**src/rtl/pipe_ctrl_pkg.sv**
```systemverilog
// Shared types and constants for the pipeline hazard controller:
// FSM states, hazard actions, stage indices and the stall/flush bus type.
package pipe_ctrl_pkg;

   // Bit positions of the pipeline boundaries on the stall/flush buses
   localparam int STG_PC    = 0;
   localparam int STG_IFID  = 1;
   localparam int STG_IDEX  = 2;
   localparam int STG_EXMEM = 3;
   localparam int STG_MEMWB = 4;

   localparam int DEF_NUM_STAGES = 5;

   typedef logic [DEF_NUM_STAGES-1:0] stall_bus_t;

   typedef enum logic [1:0] {
      ST_RUN   = 2'd0,
      ST_IWAIT = 2'd1,
      ST_DWAIT = 2'd2,
      ST_ERR   = 2'd3
   } state_e;

   typedef enum logic [2:0] {
      ACT_NONE    = 3'd0,
      ACT_DWAIT   = 3'd1,
      ACT_BRANCH  = 3'd2,
      ACT_LOADUSE = 3'd3,
      ACT_IWAIT   = 3'd4
   } action_e;

   // Exactly one hazard action per cycle; a data wait outranks everything.
   function automatic action_e sel_action(
      input logic dmem_wait,
      input logic br,
      input logic load_use,
      input logic imem_wait
   );
      action_e act;
      if (dmem_wait) begin
         act = ACT_DWAIT;
      end else if (br) begin
         act = ACT_BRANCH;
      end else if (load_use) begin
         act = ACT_LOADUSE;
      end else if (imem_wait) begin
         act = ACT_IWAIT;
      end else begin
         act = ACT_NONE;
      end
      return act;
   endfunction

endpackage

```
**src/rtl/pipe_ctrl_perf_cnt.sv**
```systemverilog
// Free-running event counter; counts cycles where i_inc is high and wraps
// modulo 2^CNT_W.
module perf_cnt
#(
   parameter int CNT_W = 32
)(
   input  logic             i_clk,
   input  logic             i_rst_n,
   input  logic             i_inc,
   output logic [CNT_W-1:0] o_count
);

   localparam logic [CNT_W-1:0] ONE = {{(CNT_W-1){1'b0}}, 1'b1};

   logic [CNT_W-1:0] r_count;

   // Event counter register
   always_ff @(posedge i_clk or negedge i_rst_n) begin
      if (!i_rst_n) begin
         r_count <= {CNT_W{1'b0}};
      end else if (i_inc) begin
         r_count <= r_count + ONE;
      end else begin
         r_count <= r_count;
      end
   end

   assign o_count = r_count;

endmodule

```
**src/rtl/pipe_ctrl.sv**
```systemverilog
// Pipeline hazard controller: resolves data/instruction memory waits, taken
// branches and load-use hazards into per-boundary stall and flush strobes.
module pipe_ctrl
   import pipe_ctrl_pkg::*;
#(
   parameter int NUM_STAGES  = 5,
   parameter int REG_ADDR_W  = 5,
   parameter int MEM_TIMEOUT = 15,
   parameter int CNT_W       = 32
)(
   input  logic                  clk,
   input  logic                  rst,
   input  logic                  idex_mem_re,
   input  logic [REG_ADDR_W-1:0] idex_rd,
   input  logic [REG_ADDR_W-1:0] ifid_r1,
   input  logic [REG_ADDR_W-1:0] ifid_r2,
   input  logic                  ifid_use_r1,
   input  logic                  ifid_use_r2,
   input  logic                  br_en,
   input  logic                  imem_ready,
   input  logic                  dmem_req,
   input  logic                  dmem_ready,
   output logic [NUM_STAGES-1:0] stall,
   output logic [NUM_STAGES-1:0] flush,
   output logic                  timeout_err,
   output logic [CNT_W-1:0]      cnt_stall,
   output logic [CNT_W-1:0]      cnt_flush
);

   localparam int WAIT_W = $clog2(MEM_TIMEOUT + 1);
   localparam logic [WAIT_W-1:0] WAIT_ONE   = {{(WAIT_W-1){1'b0}}, 1'b1};
   localparam logic [WAIT_W-1:0] WAIT_LIMIT = WAIT_W'(MEM_TIMEOUT);

   // A data wait holds everything up to EX/MEM and bubbles MEM/WB
   localparam logic [NUM_STAGES-1:0] STALL_DWAIT = {1'b0, {(NUM_STAGES-1){1'b1}}};
   localparam logic [NUM_STAGES-1:0] FLUSH_DWAIT = {1'b1, {(NUM_STAGES-1){1'b0}}};

   state_e                r_state;
   state_e                w_state_nxt;
   logic [WAIT_W-1:0]     r_wait_cnt;
   logic [WAIT_W-1:0]     w_wait_nxt;
   logic [WAIT_W-1:0]     w_wait_inc;
   logic                  r_timeout_err;

   logic                  w_dmem_wait;
   logic                  w_imem_wait;
   logic                  w_hit_r1;
   logic                  w_hit_r2;
   logic                  w_load_use;
   action_e               w_action;

   logic [NUM_STAGES-1:0] w_stall;
   logic [NUM_STAGES-1:0] w_flush;
   logic                  w_any_stall;
   logic                  w_any_flush;

   assign w_dmem_wait = dmem_req & ~dmem_ready;
   assign w_imem_wait = ~imem_ready;

   // Register x0 never carries a dependency
   assign w_hit_r1   = ifid_use_r1 & (idex_rd == ifid_r1);
   assign w_hit_r2   = ifid_use_r2 & (idex_rd == ifid_r2);
   assign w_load_use = idex_mem_re & (idex_rd != {REG_ADDR_W{1'b0}}) & (w_hit_r1 | w_hit_r2);

   assign w_action   = sel_action(w_dmem_wait, br_en, w_load_use, w_imem_wait);
   assign w_wait_inc = r_wait_cnt + WAIT_ONE;

   // State, wait counter and sticky error registers
   always_ff @(posedge clk or negedge rst) begin
      if (!rst) begin
         r_state       <= ST_RUN;
         r_wait_cnt    <= {WAIT_W{1'b0}};
         r_timeout_err <= 1'b0;
      end else begin
         r_state       <= w_state_nxt;
         r_wait_cnt    <= w_wait_nxt;
         r_timeout_err <= r_timeout_err | (w_state_nxt == ST_ERR);
      end
   end

   // Next state: the wait counter tracks consecutive wait cycles and trips ERR
   always_comb begin
      w_state_nxt = r_state;
      w_wait_nxt  = r_wait_cnt;
      if (r_state == ST_ERR) begin
         w_state_nxt = ST_ERR;
         w_wait_nxt  = r_wait_cnt;
      end else begin
         case (w_action)
            ACT_DWAIT: begin
               w_wait_nxt = w_wait_inc;
               if (w_wait_inc == WAIT_LIMIT) begin
                  w_state_nxt = ST_ERR;
               end else begin
                  w_state_nxt = ST_DWAIT;
               end
            end
            ACT_IWAIT: begin
               w_wait_nxt = w_wait_inc;
               if (w_wait_inc == WAIT_LIMIT) begin
                  w_state_nxt = ST_ERR;
               end else begin
                  w_state_nxt = ST_IWAIT;
               end
            end
            default: begin
               w_wait_nxt  = {WAIT_W{1'b0}};
               w_state_nxt = ST_RUN;
            end
         endcase
      end
   end

   // Stall/flush decode from state and the selected action
   always_comb begin
      w_stall = {NUM_STAGES{1'b0}};
      w_flush = {NUM_STAGES{1'b0}};
      if (!rst) begin
         w_stall = {NUM_STAGES{1'b0}};
         w_flush = {NUM_STAGES{1'b0}};
      end else if (r_state == ST_ERR) begin
         w_stall = {NUM_STAGES{1'b1}};
         w_flush = {NUM_STAGES{1'b0}};
      end else begin
         case (w_action)
            ACT_DWAIT: begin
               w_stall = STALL_DWAIT;
               w_flush = FLUSH_DWAIT;
            end
            ACT_BRANCH: begin
               w_flush[STG_IFID] = 1'b1;
               w_flush[STG_IDEX] = 1'b1;
            end
            ACT_LOADUSE: begin
               w_stall[STG_PC]   = 1'b1;
               w_stall[STG_IFID] = 1'b1;
               w_flush[STG_IDEX] = 1'b1;
            end
            ACT_IWAIT: begin
               w_stall[STG_PC]   = 1'b1;
               w_flush[STG_IFID] = 1'b1;
            end
            default: begin
               w_stall = {NUM_STAGES{1'b0}};
               w_flush = {NUM_STAGES{1'b0}};
            end
         endcase
      end
   end

   assign w_any_stall = |w_stall;
   assign w_any_flush = |w_flush;

   perf_cnt #(
      .CNT_W   (CNT_W)
   ) u_cnt_stall (
      .i_clk   (clk),
      .i_rst_n (rst),
      .i_inc   (w_any_stall),
      .o_count (cnt_stall)
   );

   perf_cnt #(
      .CNT_W   (CNT_W)
   ) u_cnt_flush (
      .i_clk   (clk),
      .i_rst_n (rst),
      .i_inc   (w_any_flush),
      .o_count (cnt_flush)
   );

   assign stall       = w_stall;
   assign flush       = w_flush;
   assign timeout_err = r_timeout_err;

endmodule

```
**config.mk**
```make
export PLATFORM = sky130hd
export DESIGN_NAME = pipe_ctrl
export DESIGN_NICKNAME = d
export VERILOG_FILES = /design/src/rtl/pipe_ctrl_pkg.sv /design/src/rtl/pipe_ctrl_perf_cnt.sv /design/src/rtl/pipe_ctrl.sv
export SDC_FILE = /design/constraint.sdc
export NUM_CORES = 1
export LEC_CHECK = 0
export ABC_CLOCK_PERIOD_IN_PS = 3200
export CAP_MARGIN = 20
export CORE_MARGIN = 2
export CORE_UTILIZATION = 32
export DETAILED_ROUTE_END_ITERATION = 6
export DONT_BUFFER_PORTS = 1
export PLACE_DENSITY_LB_ADDON = 0.08
export SYNTH_ARGS = -nofsm -noshare
export SYNTH_HDL_FRONTEND = slang
export SYNTH_SLANG_ARGS = --single-unit
```
**constraint.sdc**
```tcl
create_clock -name clk -period 3.2 [get_ports clk]
set_clock_uncertainty 0.05 [all_clocks]
set_input_delay 0.32 -clock clk [delete_from_list [all_inputs] [get_ports clk]]
set_output_delay 0.32 -clock clk [all_outputs]
set_load 0.02 [all_outputs]
```
==> impl_metrics.tcl <==
set metrics [dict create \
    outcome "finished, final reports clean" \
    wl_per_cell_um 16.9 \
    maxSlewViolCount 0 \
    period_needed_ps 2420 \
    worstPathArrival_ps 2630 \
    async_flop_share_pct 100 \
    coreArea_um2 11400 \
    htreeDepth 3 \
    syn-instance-count 358 \
    hold_path.startpoint "dmem_ready" \
    avgSynthCellArea_um2 10.4 \
    start_util_pct 32.7 \
    hold_viol 0 \
    grt_max_degree 72 \
    insertion_delay_ps 340 \
    synth_flop_cell "dfrtp_1" \
    clkTransAtPathRegs_ps 60 \
    worstSetupStartpointType "flop" \
    io_buffers 0 \
    swShare_pct 30.8 \
    cts_sinks 71 \
    ys_ff_latch 71 \
    criticalPathCategory "reg -> reg" \
    use_met1_pct 18.3 \
    area_delta_synth_final_pct 13.0 \
    cts_setup_buffers 0 \
    post-route-period-util_pct 75.7 \
    cp_slowest_cell "dfrtp_1" \
    top_usage_layer "met2" \
    dr_total_vias 2627 \
    dp_hpwl_um 5760 \
    cellPowerDensity_nw_per_um2 613 \
    grt_pass1_wl_um 14500 \
    row_count 39 \
    die-area_um2 12500 \
    cp.buffers_inverters 0 \
    p_leak_uw 0.00189 \
    met3_usage_pct 7.46 \
    cp_max_fo 13 \
    drtPass1Iterations 4 \
    antenna_left 0 \
    grt_util_met2_pct 22.1 \
    cp_cell_sequence "and4_4 -> nand4_4 -> or3_4 -> or4_1 -> nor3_2 -> xnor2_1" \
    critical_path_required_ps 3410 \
    yosys.cell_types.count 41 \
    cts_tree "built" \
    path_delay_family "simple AND/OR/NAND/NOR gates" \
    place.gp.congestion 0.786 \
    cts_root_buf "clkbuf_16" \
    seq_area_frac_synth_pct 47.7 \
    cts_made_buffers 9 \
    layout-drive-gt1-share_pct 9.59 \
    p_sw_uw 795 \
    first_global_vias 2685 \
    clock_path_buffers 2 \
    synth_edf_count 0 \
    synth_area_um2 3720 \
    io_pins 99 \
    crit_path_end_kind "flop" \
    grt_setup_unrepaired "false" \
    post_dp_cell_area_um2 3860 \
    reg2reg_from "u_cnt_flush.o_count[2]" \
    setup.worst_path.start "u_cnt_flush.o_count[2]" \
    p_seq_share_pct 47.4 \
    synth-warning-count 0 \
    setup_violations 0 \
    drc 0 \
    max_stage_delay_ps 550 \
    drv_cap 0 \
    grt_usage_pct 14.6 \
    die_height_um 112 \
    worstMarginPinSlew_ps 687 \
    clockPowerShare_pct 40.5 \
    grt_antenna_before_repair 0 \
    routed_wl_um 8570 \
    final_nets 388 \
    p_int_uw 1790 \
    max_freq_mhz 413 \
    via_per_inst 5.17 \
    hp-class "in -> reg" \
    peakVddDrop_mv 0.410 \
    ctsResizeCount 0 \
    comb_power_share_pct 12.1 \
    diodes 0 \
    drt_first_iter_violations 100 \
    fillers 1164 \
    grt.overflow.total 0 \
    tns_ps 0 \
    die_w_um 112 \
    slew_headroom_pct 53.8 \
    fin_area_um2 4210 \
]
==> synth_stat cells, types with 2 or more instances <==
cell type  instances  area (um2)
dfrtp_1           71        1780
xnor2_1           41         359
xor2_1            34         298
nand2_1           27         101
nand4_1           24         150
nand3_1           23         115
and3_1            14        87.6
nor4_1            12        75.1
nor3_1             9        45.0
clkbuf_1           8        30.0
inv_1              8        30.0
nor2_1             8        30.0
and2_1             7        43.8
and4_1             7        61.3
or3_1              7        43.8
a21oi_1            6        30.0
nor3_2             5        50.1
ha_1               4        50.1
buf_2              3        15.0
buf_4              3        22.5
nor3b_1            3        22.5
nor4b_1            3        26.3
o21a_1             3        22.5
o21ai_0            3        15.0
a21boi_0           2        15.0
a31oi_1            2        12.5
buf_1              2        7.51
mux2_2             2        22.5
nand2b_1           2        12.5
nand4_4            2        42.5
nor2b_1            2        12.5
or4_1              2        15.0
==> cells in the final DEF (no fill, tap or decap), types with 3 or more instances in the layout <==
cell	count
dfrtp_1	71
xnor2_1	41
xor2_1	34
nand2_1	27
nand4_1	24
nand3_1	23
and3_1	14
nor4_1	12
nor3_1	9
clkbuf_16	9
inv_1	8
nor2_1	8
and2_1	7
and4_1	7
or3_1	7
a21oi_1	5
nor3_2	5
buf_4	5
ha_1	4
o21a_1	3
nor4b_1	3
o21ai_0	3
nor3b_1	3
clkbuf_8	3
==> path summary, 6_finish.rpt <==
kind | end | slack, ps | cells after the start
setup / recovery | u_cnt_flush.o_count[29] | 780 | 6
hold / removal | r_state[0] | 170 | 2
setup reg to reg | u_cnt_flush.o_count[29] | 780 | 6
hold reg to reg | r_wait_cnt[3] | 510 | 2
max in group asynchronous | u_cnt_stall.o_count[20] | 2330 | 2
min in group asynchronous | r_wait_cnt[2] | 480 | 2
==> area by class of cell <==
class / count / area (um2) / share of cell area [%]
Clock inverter: 3 / 40.0 / 0.952
Inverter: 8 / 30.0 / 0.714
Tap cell: 143 / 179 / 4.25
Clock buffer: 13 / 270 / 6.42
Sequential cell: 71 / 1780 / 42.2
Multi-Input combinational cell: 263 / 1840 / 43.6
Timing Repair Buffer: 7 / 75.1 / 1.78
==> kinds of logic (layout without fill, tap and decap cells) <==
group / Yosys count / in the layout / share of synthesized area [%]
compound gates: 19 / 19 / 3.16
xor+xnor: 75 / 75 / 17.7
mux: 2 / 2 / 0.605
simple gates: 161 / 161 / 26.3
buf+inv: 25 / 31 / 3.13
fa+ha+maj: 4 / 4 / 1.35
other cells: 1 / 2 / 0.101
flops: 71 / 71 / 47.7
==> power groups by stage <==
stage / clock, uW / sequential [uW] / combinational (uW)
after CTS: 1080 / 1220 / 321
after floorplan: 0 / 1200 / 245
after global placement: 0 / 1240 / 296
final: 1040 / 1220 / 313
after global routing: 1130 / 1240 / 358
after detailed placement: 0 / 1240 / 295
==> state kept, by name, indices dropped and copies added, names as in the netlist <==
register,flops
r_wait_cnt,4
timeout_err,1
u_cnt_stall.o_count,32
u_cnt_flush.o_count,32
r_state,2
==> metal layers <==
| layer | up-vias | share of wire (%) |
|---|---|---|
| li1 | 1273 | - |
| met1 | 1272 | 44 |
| met4 | 0 | 1.7 |
| met5 | - | 0 |
| met2 | 70 | 46 |
| met3 | 12 | 7.5 |
==> metrics by stage <==
stage	total power [uW]	hold slack, ps	cells	utilization (%)	setup WS [ps]
finish	2580	174	508	37.0	778
global route	2730	224	508	37.0	639
CTS	2630	188	508	37.0	765
detailed placement	1540	-23.7	490	33.9	778
global placement	1530	-23.6	490	33.9	830
floorplan	1450	-25.6	359	-	983
==> what timing repair did <==
action	in CTS	in global routing
hold buffers	2	0
endpoints found under the setup margin	0	0
hold endpoints to repair	71	0
Power figures use the tool's default switching activity.
